$ cat config.mk
export PLATFORM = sky130hd
export DESIGN_NAME = fifo_axis_reader_flat
export DESIGN_NICKNAME = d
export VERILOG_FILES = /design/src/rtl/fifo_axis_reader_if.sv /design/src/rtl/fifo_axis_reader.sv /design/src/flat_wrapper.sv
export SDC_FILE = /design/constraint.sdc
export NUM_CORES = 1
export LEC_CHECK = 0
export ABC_CLOCK_PERIOD_IN_PS = 2090
export BUFFER_PORTS_ARGS = -buffer_cell sky130_fd_sc_hd__buf_2
export CORE_UTILIZATION = 50
export CTS_CLUSTER_SIZE = 16
export DETAILED_ROUTE_END_ITERATION = 16
export PLACE_DENSITY = 0.74
export SLEW_MARGIN = 10
export SYNTH_ARGS = -nofsm -noshare
export SYNTH_HDL_FRONTEND = slang
export SYNTH_SLANG_ARGS = --single-unit
$ cat constraint.sdc
create_clock -name clk -period 2.09 [get_ports clk]
set_input_delay 0.418 -clock clk [delete_from_list [all_inputs] [get_ports clk]]
set_output_delay 0.418 -clock clk [all_outputs]
set_load 0.03 [all_outputs]
$ cat src/rtl/fifo_axis_reader_if.sv
// Bundle between the upstream sync FIFO read port and the AXI-Stream master side.
interface fifo_axis_reader_if #(
  parameter int DWIDTH = 16
);
  logic              fifo_empty;
  logic              fifo_rd_en;
  logic [DWIDTH-1:0] fifo_dout;
  logic [DWIDTH-1:0] m_axis_tdata;
  logic              m_axis_tvalid;
  logic              m_axis_tready;
  logic              m_axis_tlast;
  logic [1:0]        buf_count;

  modport master (
    input  fifo_empty, fifo_dout, m_axis_tready,
    output fifo_rd_en, m_axis_tdata, m_axis_tvalid, m_axis_tlast, buf_count
  );

  modport slave (
    output fifo_empty, fifo_dout, m_axis_tready,
    input  fifo_rd_en, m_axis_tdata, m_axis_tvalid, m_axis_tlast, buf_count
  );
endinterface

$ cat src/rtl/fifo_axis_reader.sv
// Drains a registered-output sync FIFO into an AXI-Stream master through a
// 3-entry skid buffer, with packet framing by a fixed beat count.
module fifo_axis_reader #(
  parameter int DWIDTH  = 16,
  parameter int PKT_LEN = 8,
  parameter int CNT_W   = $clog2(PKT_LEN + 1)
) (
  input logic               clk,
  input logic               rst,
  fifo_axis_reader_if.master bus
);
  localparam logic [CNT_W-1:0] LAST = CNT_W'(PKT_LEN - 1);

  logic [DWIDTH-1:0] ent_q [3];
  logic [DWIDTH-1:0] ent_d [3];
  logic [1:0]        count_q, count_d, wr_idx;
  logic              inflight_q;
  logic [CNT_W-1:0]  cnt_q;
  logic              pop;

  assign bus.m_axis_tvalid = (count_q != 2'd0);
  assign bus.m_axis_tdata  = ent_q[0];
  assign bus.m_axis_tlast  = bus.m_axis_tvalid && (cnt_q == LAST);
  assign bus.buf_count     = count_q;
  assign pop               = bus.m_axis_tvalid && bus.m_axis_tready;

  // Credit: a read is only issued when its word is guaranteed a free slot.
  assign bus.fifo_rd_en = !rst && !bus.fifo_empty &&
                          (({1'b0, count_q} + {2'b00, inflight_q}) < 3'd3);

  always_comb begin
    ent_d[0] = pop ? ent_q[1] : ent_q[0];
    ent_d[1] = pop ? ent_q[2] : ent_q[1];
    ent_d[2] = ent_q[2];
    wr_idx   = pop ? count_q - 2'd1 : count_q;
    for (int i = 0; i < 3; i++)
      if (inflight_q && (wr_idx == 2'(i))) ent_d[i] = bus.fifo_dout;
    count_d  = count_q + {1'b0, inflight_q} - {1'b0, pop};
  end

  always_ff @(posedge clk) begin
    if (rst) begin
      ent_q      <= '{default: '0};
      count_q    <= 2'd0;
      inflight_q <= 1'b0;
      cnt_q      <= '0;
    end else begin
      ent_q      <= ent_d;
      count_q    <= count_d;
      inflight_q <= bus.fifo_rd_en;
      if (pop) cnt_q <= (cnt_q == LAST) ? '0 : cnt_q + 1'b1;
    end
  end
endmodule

$ cat src/flat_wrapper.sv
// flat-port wrapper written by rule: the top's interface ports become plain ports
module fifo_axis_reader_flat 
#(
  parameter int DWIDTH  = 16,
  parameter int PKT_LEN = 8,
  parameter int CNT_W   = $clog2(PKT_LEN + 1)
)
  (clk, rst, bus_fifo_empty, bus_fifo_dout, bus_m_axis_tready, bus_fifo_rd_en, bus_m_axis_tdata, bus_m_axis_tvalid, bus_m_axis_tlast, bus_buf_count);
  fifo_axis_reader_if #(.DWIDTH(DWIDTH)) bus_i ();
  input logic clk;
  input logic rst;
  input wire logic [$bits(bus_i.fifo_empty)-1:0] bus_fifo_empty;
  input wire logic [$bits(bus_i.fifo_dout)-1:0] bus_fifo_dout;
  input wire logic [$bits(bus_i.m_axis_tready)-1:0] bus_m_axis_tready;
  output wire logic [$bits(bus_i.fifo_rd_en)-1:0] bus_fifo_rd_en;
  output wire logic [$bits(bus_i.m_axis_tdata)-1:0] bus_m_axis_tdata;
  output wire logic [$bits(bus_i.m_axis_tvalid)-1:0] bus_m_axis_tvalid;
  output wire logic [$bits(bus_i.m_axis_tlast)-1:0] bus_m_axis_tlast;
  output wire logic [$bits(bus_i.buf_count)-1:0] bus_buf_count;
  assign bus_i.fifo_empty = bus_fifo_empty;
  assign bus_i.fifo_dout = bus_fifo_dout;
  assign bus_i.m_axis_tready = bus_m_axis_tready;
  assign bus_fifo_rd_en = bus_i.fifo_rd_en;
  assign bus_m_axis_tdata = bus_i.m_axis_tdata;
  assign bus_m_axis_tvalid = bus_i.m_axis_tvalid;
  assign bus_m_axis_tlast = bus_i.m_axis_tlast;
  assign bus_buf_count = bus_i.buf_count;
  fifo_axis_reader #(.DWIDTH(DWIDTH), .PKT_LEN(PKT_LEN), .CNT_W(CNT_W)) u_core (.clk(clk), .rst(rst), .bus(bus_i));
endmodule
==> results of run 1 <==
worst paths after layout:
| kind | startpoint | end | slack, ps | depth (start not counted) |
|---|---|---|---|---|
| worst min-delay path | bus_fifo_empty | u_core.inflight_q | 340 | 2 |
| worst max-delay path | u_core.bus.buf_count[0] | bus_fifo_rd_en | 70 | 4 |
| worst max register to register | u_core.bus.buf_count[0] | u_core.bus.buf_count[1] | 140 | 9 |
| worst min register to register | u_core.ent_q[7] | u_core.ent_q[7] | 480 | 2 |
worst max-delay path: cells and delay by family (launching register included):
family,cells,cell delay (ps)
compound gates,1,270
fa+ha+maj,2,450
flops,1,360
buf+inv,1,210
area by class of cell:
type	instances	share of cell area, %
clock buffer	5	2.17
clock inverter	1	0.197
inverter	3	0.355
multi-input combinational	216	48.3
sequential	55	35.0
tap	70	2.76
timing repair buffer	55	11.2
cells in the final DEF, fill, tap and decap left out, types with 2 or more instances in the layout:
cell / instances
buf_2: 39
dfxtp_4: 2
ha_1: 3
a21oi_1: 4
nor2_1: 3
o21ai_0: 2
inv_1: 2
nand2_1: 69
o21ai_4: 2
xor2_1: 2
nand2b_1: 32
ha_4: 2
dfxtp_1: 53
nor3_1: 2
and3_2: 2
mux2i_1: 49
buf_4: 12
clkbuf_8: 5
a21o_1: 32
registers in the layout (all words and copies together) (netlist names):
name and flops:
u_core.cnt_q 4, u_core.bus.buf_count 2, u_core.bus.m_axis_tdata 16, u_core.inflight_q 1, u_core.ent_q 32
power groups by stage:
stage / sequential, mW / clock [mW] / combinational [mW]
finish: 1.26 / 0.551 / 1.22
global route: 1.27 / 0.612 / 1.32
CTS: 1.25 / 0.572 / 1.14
detailed placement: 1.28 / 0 / 1.09
global placement: 1.28 / 0 / 1.06
floorplan: 1.30 / 0 / 0.887
metrics by stage:
| stage | area (µm²) | power, mW | utilization [%] | hold WS [ps] | std cells |
|---|---|---|---|---|---|
| 3_3_place_gp | 2990 | 2.34 | 56.7 | 459 | 396 |
| 3_5_place_dp | 2990 | 2.37 | 56.7 | 462 | 396 |
| 4_1_cts | 3090 | 2.96 | 58.7 | 304 | 404 |
| 5_1_grt | 3170 | 3.20 | 60.2 | 341 | 405 |
| 6_report | 3170 | 3.03 | 60.2 | 339 | 405 |
| 2_1_floorplan | 2850 | 2.19 | - | 449 | 310 |
kinds of logic (layout without fill, tap and decap cells):
logic type	after synthesis	in the layout	synth area share, %
xor gates and xnor gates	3	3	0.932
muxes	49	49	17.4
DFF	55	55	39.1
buffers and inverters	39	64	9.05
adders and majority gates	5	5	2.22
and+or+nand+nor	116	116	19.6
AOI/OAI and AO/OA	43	43	11.8
per-layer routing:
layer	GRT usage, %	routed length [µm]	vias to the layer above
li1	-	-	1064
met1	21.1	2530	974
met2	32.3	2520	28
met3	3.93	120	11
met4	11.3	120	0
met5	0	0	-
timing repair:
action | 4_1_cts | 5_1_grt
endpoints found under the setup margin | 1 | 35
cloned | 0 | 1
pin swaps | 1 | 1
endpoints found under the hold margin | 0 | 0
setup buffers | 2 | 0
resized for setup | 2 | 9
==> results.sh, run 1 <==
export IMPL_num_rows=26
export IMPL_ctsHoldBuffers=0
export IMPL_via_count=2077
export IMPL_wirelength_mm=5.29
export IMPL_critical_path_slowest_cell="dfxtp_4"
export IMPL_setup_viol=0
export IMPL_synth_nets=335
export IMPL_chipHeight_um=77.1
export IMPL_clk_pin_slew_ps=90
export IMPL_core_area_um2=5270
export IMPL_synth_main_ff_cell="dfxtp_1"
export IMPL_setup_slack_ps=70.6
export IMPL_register_area_um2=1110
export IMPL_synth_seq_area_share_pct=39.1
export IMPL_multi_input_area_um2=1530
export IMPL_post_place_ws_ps=176
export IMPL_gp_congestion=0.720
export IMPL_synth_top_area_cell="dfxtp_1"
export IMPL_sw_frac_of_total_pct=37.4
export IMPL_cp_data_required_time_ps=1670
export IMPL_path_class="reg -> out"
export IMPL_dieArea_um2=5940
export IMPL_cts_root_buf="clkbuf_8"
export IMPL_cp_cell_sequence="ha_1 > ha_4 > a2111oi_4 > buf_4"
export IMPL_critPathMaxFanout=4
export IMPL_post_route_drc_count=0
export IMPL_cap_violations=0
export IMPL_cts_tree="yes"
export IMPL_slew_viol_final=0
export IMPL_relSlewSlack_pct=71.6
export IMPL_yosysMostFrequentCell="nand2_1"
export IMPL_synth_edff_count=0
export IMPL_vias_per_cell=5.13
export IMPL_synth_cell_types=30
export IMPL_cts_path_max_buffers=2
export IMPL_avgSynthCellArea_um2=9.09
export IMPL_clock_latency_ps=310
export IMPL_fin_nets=361
export IMPL_synthArstFlopShare_pct=0
export IMPL_p_per_area_nw_per_um2=954
export IMPL_timing_final_crit_share_pct=96.6
export IMPL_cts_made_buffers=5
export IMPL_crit_path_max_incr_delay_ps=360
export IMPL_grt_pass1_wl_mm=8.81
export IMPL_synthesis_area_um2=2820
export IMPL_synth_warnings=0
export IMPL_routedWlPerCell_um=13.1
export IMPL_grt_antenna_before_repair=0
export IMPL_drive_gt1_share_pct=23.0
export IMPL_grt_start_max_net_pins=49
export IMPL_overflow=0
export IMPL_final_hold_violation_count=0
export IMPL_cp_start_kind="flip-flop"
export IMPL_min_path_type="in -> reg"
export IMPL_cp_end_kind="output port"
export IMPL_synth_area_leaders="dfxtp_1 39%, mux2i_1 17%, nand2_1 9.2%"
export IMPL_status="completed"
export IMPL_ir_drop_mv=0.558
export IMPL_tightest_slew_ps=426
export IMPL_max_freq_mhz=495
export IMPL_synth_commonest_cells="69 x nand2_1, 55 x dfxtp_1, 49 x mux2i_1, 33 x nand2b_1, 32 x a21o_1"
export IMPL_h_tree_depth=2
export IMPL_rsz0062_at_grt="false"
export IMPL_yosys_register_bits=55
export IMPL_ant_nets=0
export IMPL_cts_sinks=55
export IMPL_area_delta_synth_final_pct=12.5
export IMPL_hpwlAfterDp_mm=3.50
export IMPL_p_leak_nw=1.39
export IMPL_die_w_um=77.1
export IMPL_num_antenna_cells=0
export IMPL_port_buffers=40
export IMPL_track_usage_pct=18.7
export IMPL_p_int_mw=1.90
export IMPL_n_fill_cell=490
export IMPL_initial_core_util_pct=53.5
export IMPL_switchingPower_mw=1.13
export IMPL_comb_power_share_pct=40.3
export IMPL_power_frac_seq_pct=41.5
export IMPL_power_frac_clock_pct=18.2
export IMPL_ios=41
export IMPL_arrival_ps=1600
export IMPL_setup_tns_ps=0
export IMPL_drt_pass1_iterations=4
export IMPL_drt_iter0_markers=109
export IMPL_grt_pass1_vias=1997
export IMPL_fin_crit_ps=2020
export IMPL_post_synth_top_area_fraction_pct=39.1
export IMPL_syn_inst=310
export IMPL_fin_skew_ps=3.68
Note: power is estimated with default switching activity, not from simulation.
==> run 2: changes to the inputs <==
--- a/config.mk
+++ b/config.mk
@@ -9,2 +9,3 @@
 export BUFFER_PORTS_ARGS = -buffer_cell sky130_fd_sc_hd__buf_2
+export CORE_ASPECT_RATIO = 1.75
 export CORE_UTILIZATION = 50
--- a/constraint.sdc
+++ b/constraint.sdc
@@ -3,2 +3,2 @@
 set_output_delay 0.418 -clock clk [all_outputs]
-set_load 0.03 [all_outputs]
+set_load 0.1 [all_outputs]
==> run 2 against run 1 <==
Against the previous run: via count down 0.43%; count of clock-buffer cells in the layout up 2; die area up 0.20%; power up 14%.
==> results.sh, run 2 (synthesized netlist as in run 1, its figures left out) <==
export IMPL_drive_gt1_share_pct=21.5
export IMPL_grt_pass1_wl_mm=8.51
export IMPL_port_buffers=40
export IMPL_holdPathEnd="u_core.inflight_q"
export IMPL_h_tree_depth=2
export IMPL_overflow=0
export IMPL_wirelength_mm=5.07
export IMPL_registers_top_by_ff_count="u_core.ent_q"
export IMPL_r2r_cells=8
export IMPL_track_usage_pct=18.7
export IMPL_relSlewSlack_pct=67.9
export IMPL_clock_latency_ps=310
export IMPL_post_route_drc_count=0
export IMPL_chipHeight_um=101
export IMPL_cp_end_kind="output port"
export IMPL_ir_drop_mv=0.677
export IMPL_num_antenna_cells=0
export IMPL_critical_path_depth=4
export IMPL_grt_antenna_before_repair=0
export IMPL_post_cts_setup_buffers=0
export IMPL_gp_congestion=0.779
export IMPL_crit_path_max_incr_delay_ps=380
export IMPL_final_util_pct=59.3
export IMPL_dieArea_um2=5950
export IMPL_routedWlPerCell_um=12.6
export IMPL_min_path_type="in -> reg"
export IMPL_cp_num_buf_inv=1
export IMPL_rsz0062_at_grt="true"
export IMPL_final_hold_violation_count=0
export IMPL_r2r_slack_ps=180
export IMPL_p_per_area_nw_per_um2=1090
export IMPL_initial_core_util_pct=52.8
export IMPL_num_rows=35
export IMPL_cts_tree="yes"
export IMPL_p_leak_nw=1.37
export IMPL_drt_pass1_iterations=4
export IMPL_area_delta_synth_final_pct=12.5
export IMPL_r2r_end="u_core.bus.buf_count[1]"
export IMPL_post_place_ws_ps=195
export IMPL_hpwlAfterDp_mm=3.35
export IMPL_ctsHoldBuffers=0
export IMPL_cts_root_buf="clkbuf_8"
export IMPL_setup_viol=0
export IMPL_clk_pin_slew_ps=80
export IMPL_slew_viol_final=0
export IMPL_tightest_slew_ps=485
export IMPL_die_w_um=58.8
export IMPL_ant_nets=0
export IMPL_critical_path_slowest_cell="dfxtp_4"
export IMPL_largest_reg_flops=32
export IMPL_critPathMostFrequentCell="ha_4"
export IMPL_cts_path_max_buffers=2
export IMPL_fin_area_um2=3170
export IMPL_grt_pass1_vias=1899
export IMPL_timing_final_crit_share_pct=97.9
export IMPL_final_cells=404
export IMPL_cap_violations=0
export IMPL_arrival_ps=1630
export IMPL_fin_skew_ps=7.69
export IMPL_cp_data_required_time_ps=1670
export IMPL_via_count=2068
export IMPL_cts_sinks=55
export IMPL_path_class="reg -> out"
export IMPL_layout_commonest_cell="nand2_1"
export IMPL_crit_family="flip-flops"
export IMPL_vias_per_cell=5.12
export IMPL_dp_cells=397
export IMPL_fin_crit_ps=2050
export IMPL_status="completed"
export IMPL_ios=41
export IMPL_r2r_start="u_core.bus.buf_count[0]"
export IMPL_max_freq_mhz=489
export IMPL_place_area_um2=3070
export IMPL_layout_common_cells="69 x nand2_1, 53 x dfxtp_1, 49 x mux2i_1, 38 x buf_2, 33 x nand2b_1"
export IMPL_cp_cell_sequence="ha_4 > ha_4 > a2111oi_4 > buf_12"
export IMPL_cts_made_buffers=5
export IMPL_whs_path_depth=2
export IMPL_setup_slack_ps=44.2
export IMPL_grt_start_max_net_pins=72
export IMPL_fin_total_pwr_mw=3.45
export IMPL_worstHoldStart="bus_fifo_empty"
export IMPL_critPathMaxFanout=7
export IMPL_fin_nets=355
export IMPL_cp_start_kind="flip-flop"
export IMPL_core_area_um2=5340
export IMPL_n_fill_cell=498
export IMPL_drt_iter0_markers=83
[run 2: metrics by stage]
step                hold WS [ps]  setup TNS (ps)
finish                       331               0
global route                 331           -31.7
CTS                          329               0
detailed placement           465               0
global placement             458               0
floorplan                    449            -684
[run 2: cell type report]
cell class	count	area, µm²	share of cell area (%)
multi-input cells	216	1530	48.1
repair buffers	49	335	10.6
flip-flops and latches	55	1110	35.0
clock buffers	7	97.6	3.08
well taps	74	92.6	2.92
inverters	3	11.3	0.355
[run 2: worst register-to-register path: stages (launching register included)]
cell and delay, ps:
dfxtp_4 400, inv_2 80, ha_2 230, nor2b_4 190, xnor2_1 90, ha_1 180, xor2_1 140, or3_2 400
a21oi_1 140
[run 2: layer usage]
metal	GRT usage [%]	routed length, µm
met5	0	0
met4	8.42	102
met3	3.07	121
met2	32.0	2490
met1	22.5	2360
[run 2: where the power goes]
group / switching, mW / internal, mW / total [mW]
Clock: 0.326 / 0.303 / 0.630
Combinational: 1.10 / 0.450 / 1.55
Sequential: 0.0903 / 1.17 / 1.26
[run 2: repair_timing]
item / 4_1_cts / 5_1_grt
pin swaps: 0 / 0
cloned: 0 / 0
endpoints found under the setup margin: 1 / 1
resized for setup: 1 / 0
[run 2: how the worst max path moves through the flow]
| stage | start | end | slack, ps |
|---|---|---|---|
| floorplan | u_core.bus.buf_count[0] | bus_fifo_rd_en | -420 |
| global placement | u_core.bus.buf_count[0] | u_core.bus.buf_count[1] | 230 |
| detailed placement | u_core.bus.buf_count[0] | u_core.bus.buf_count[1] | 200 |
| CTS | u_core.bus.buf_count[0] | bus_fifo_rd_en | 30 |
| global route | u_core.bus.buf_count[0] | bus_fifo_rd_en | -30 |
| finish | u_core.bus.buf_count[0] | bus_fifo_rd_en | 40 |
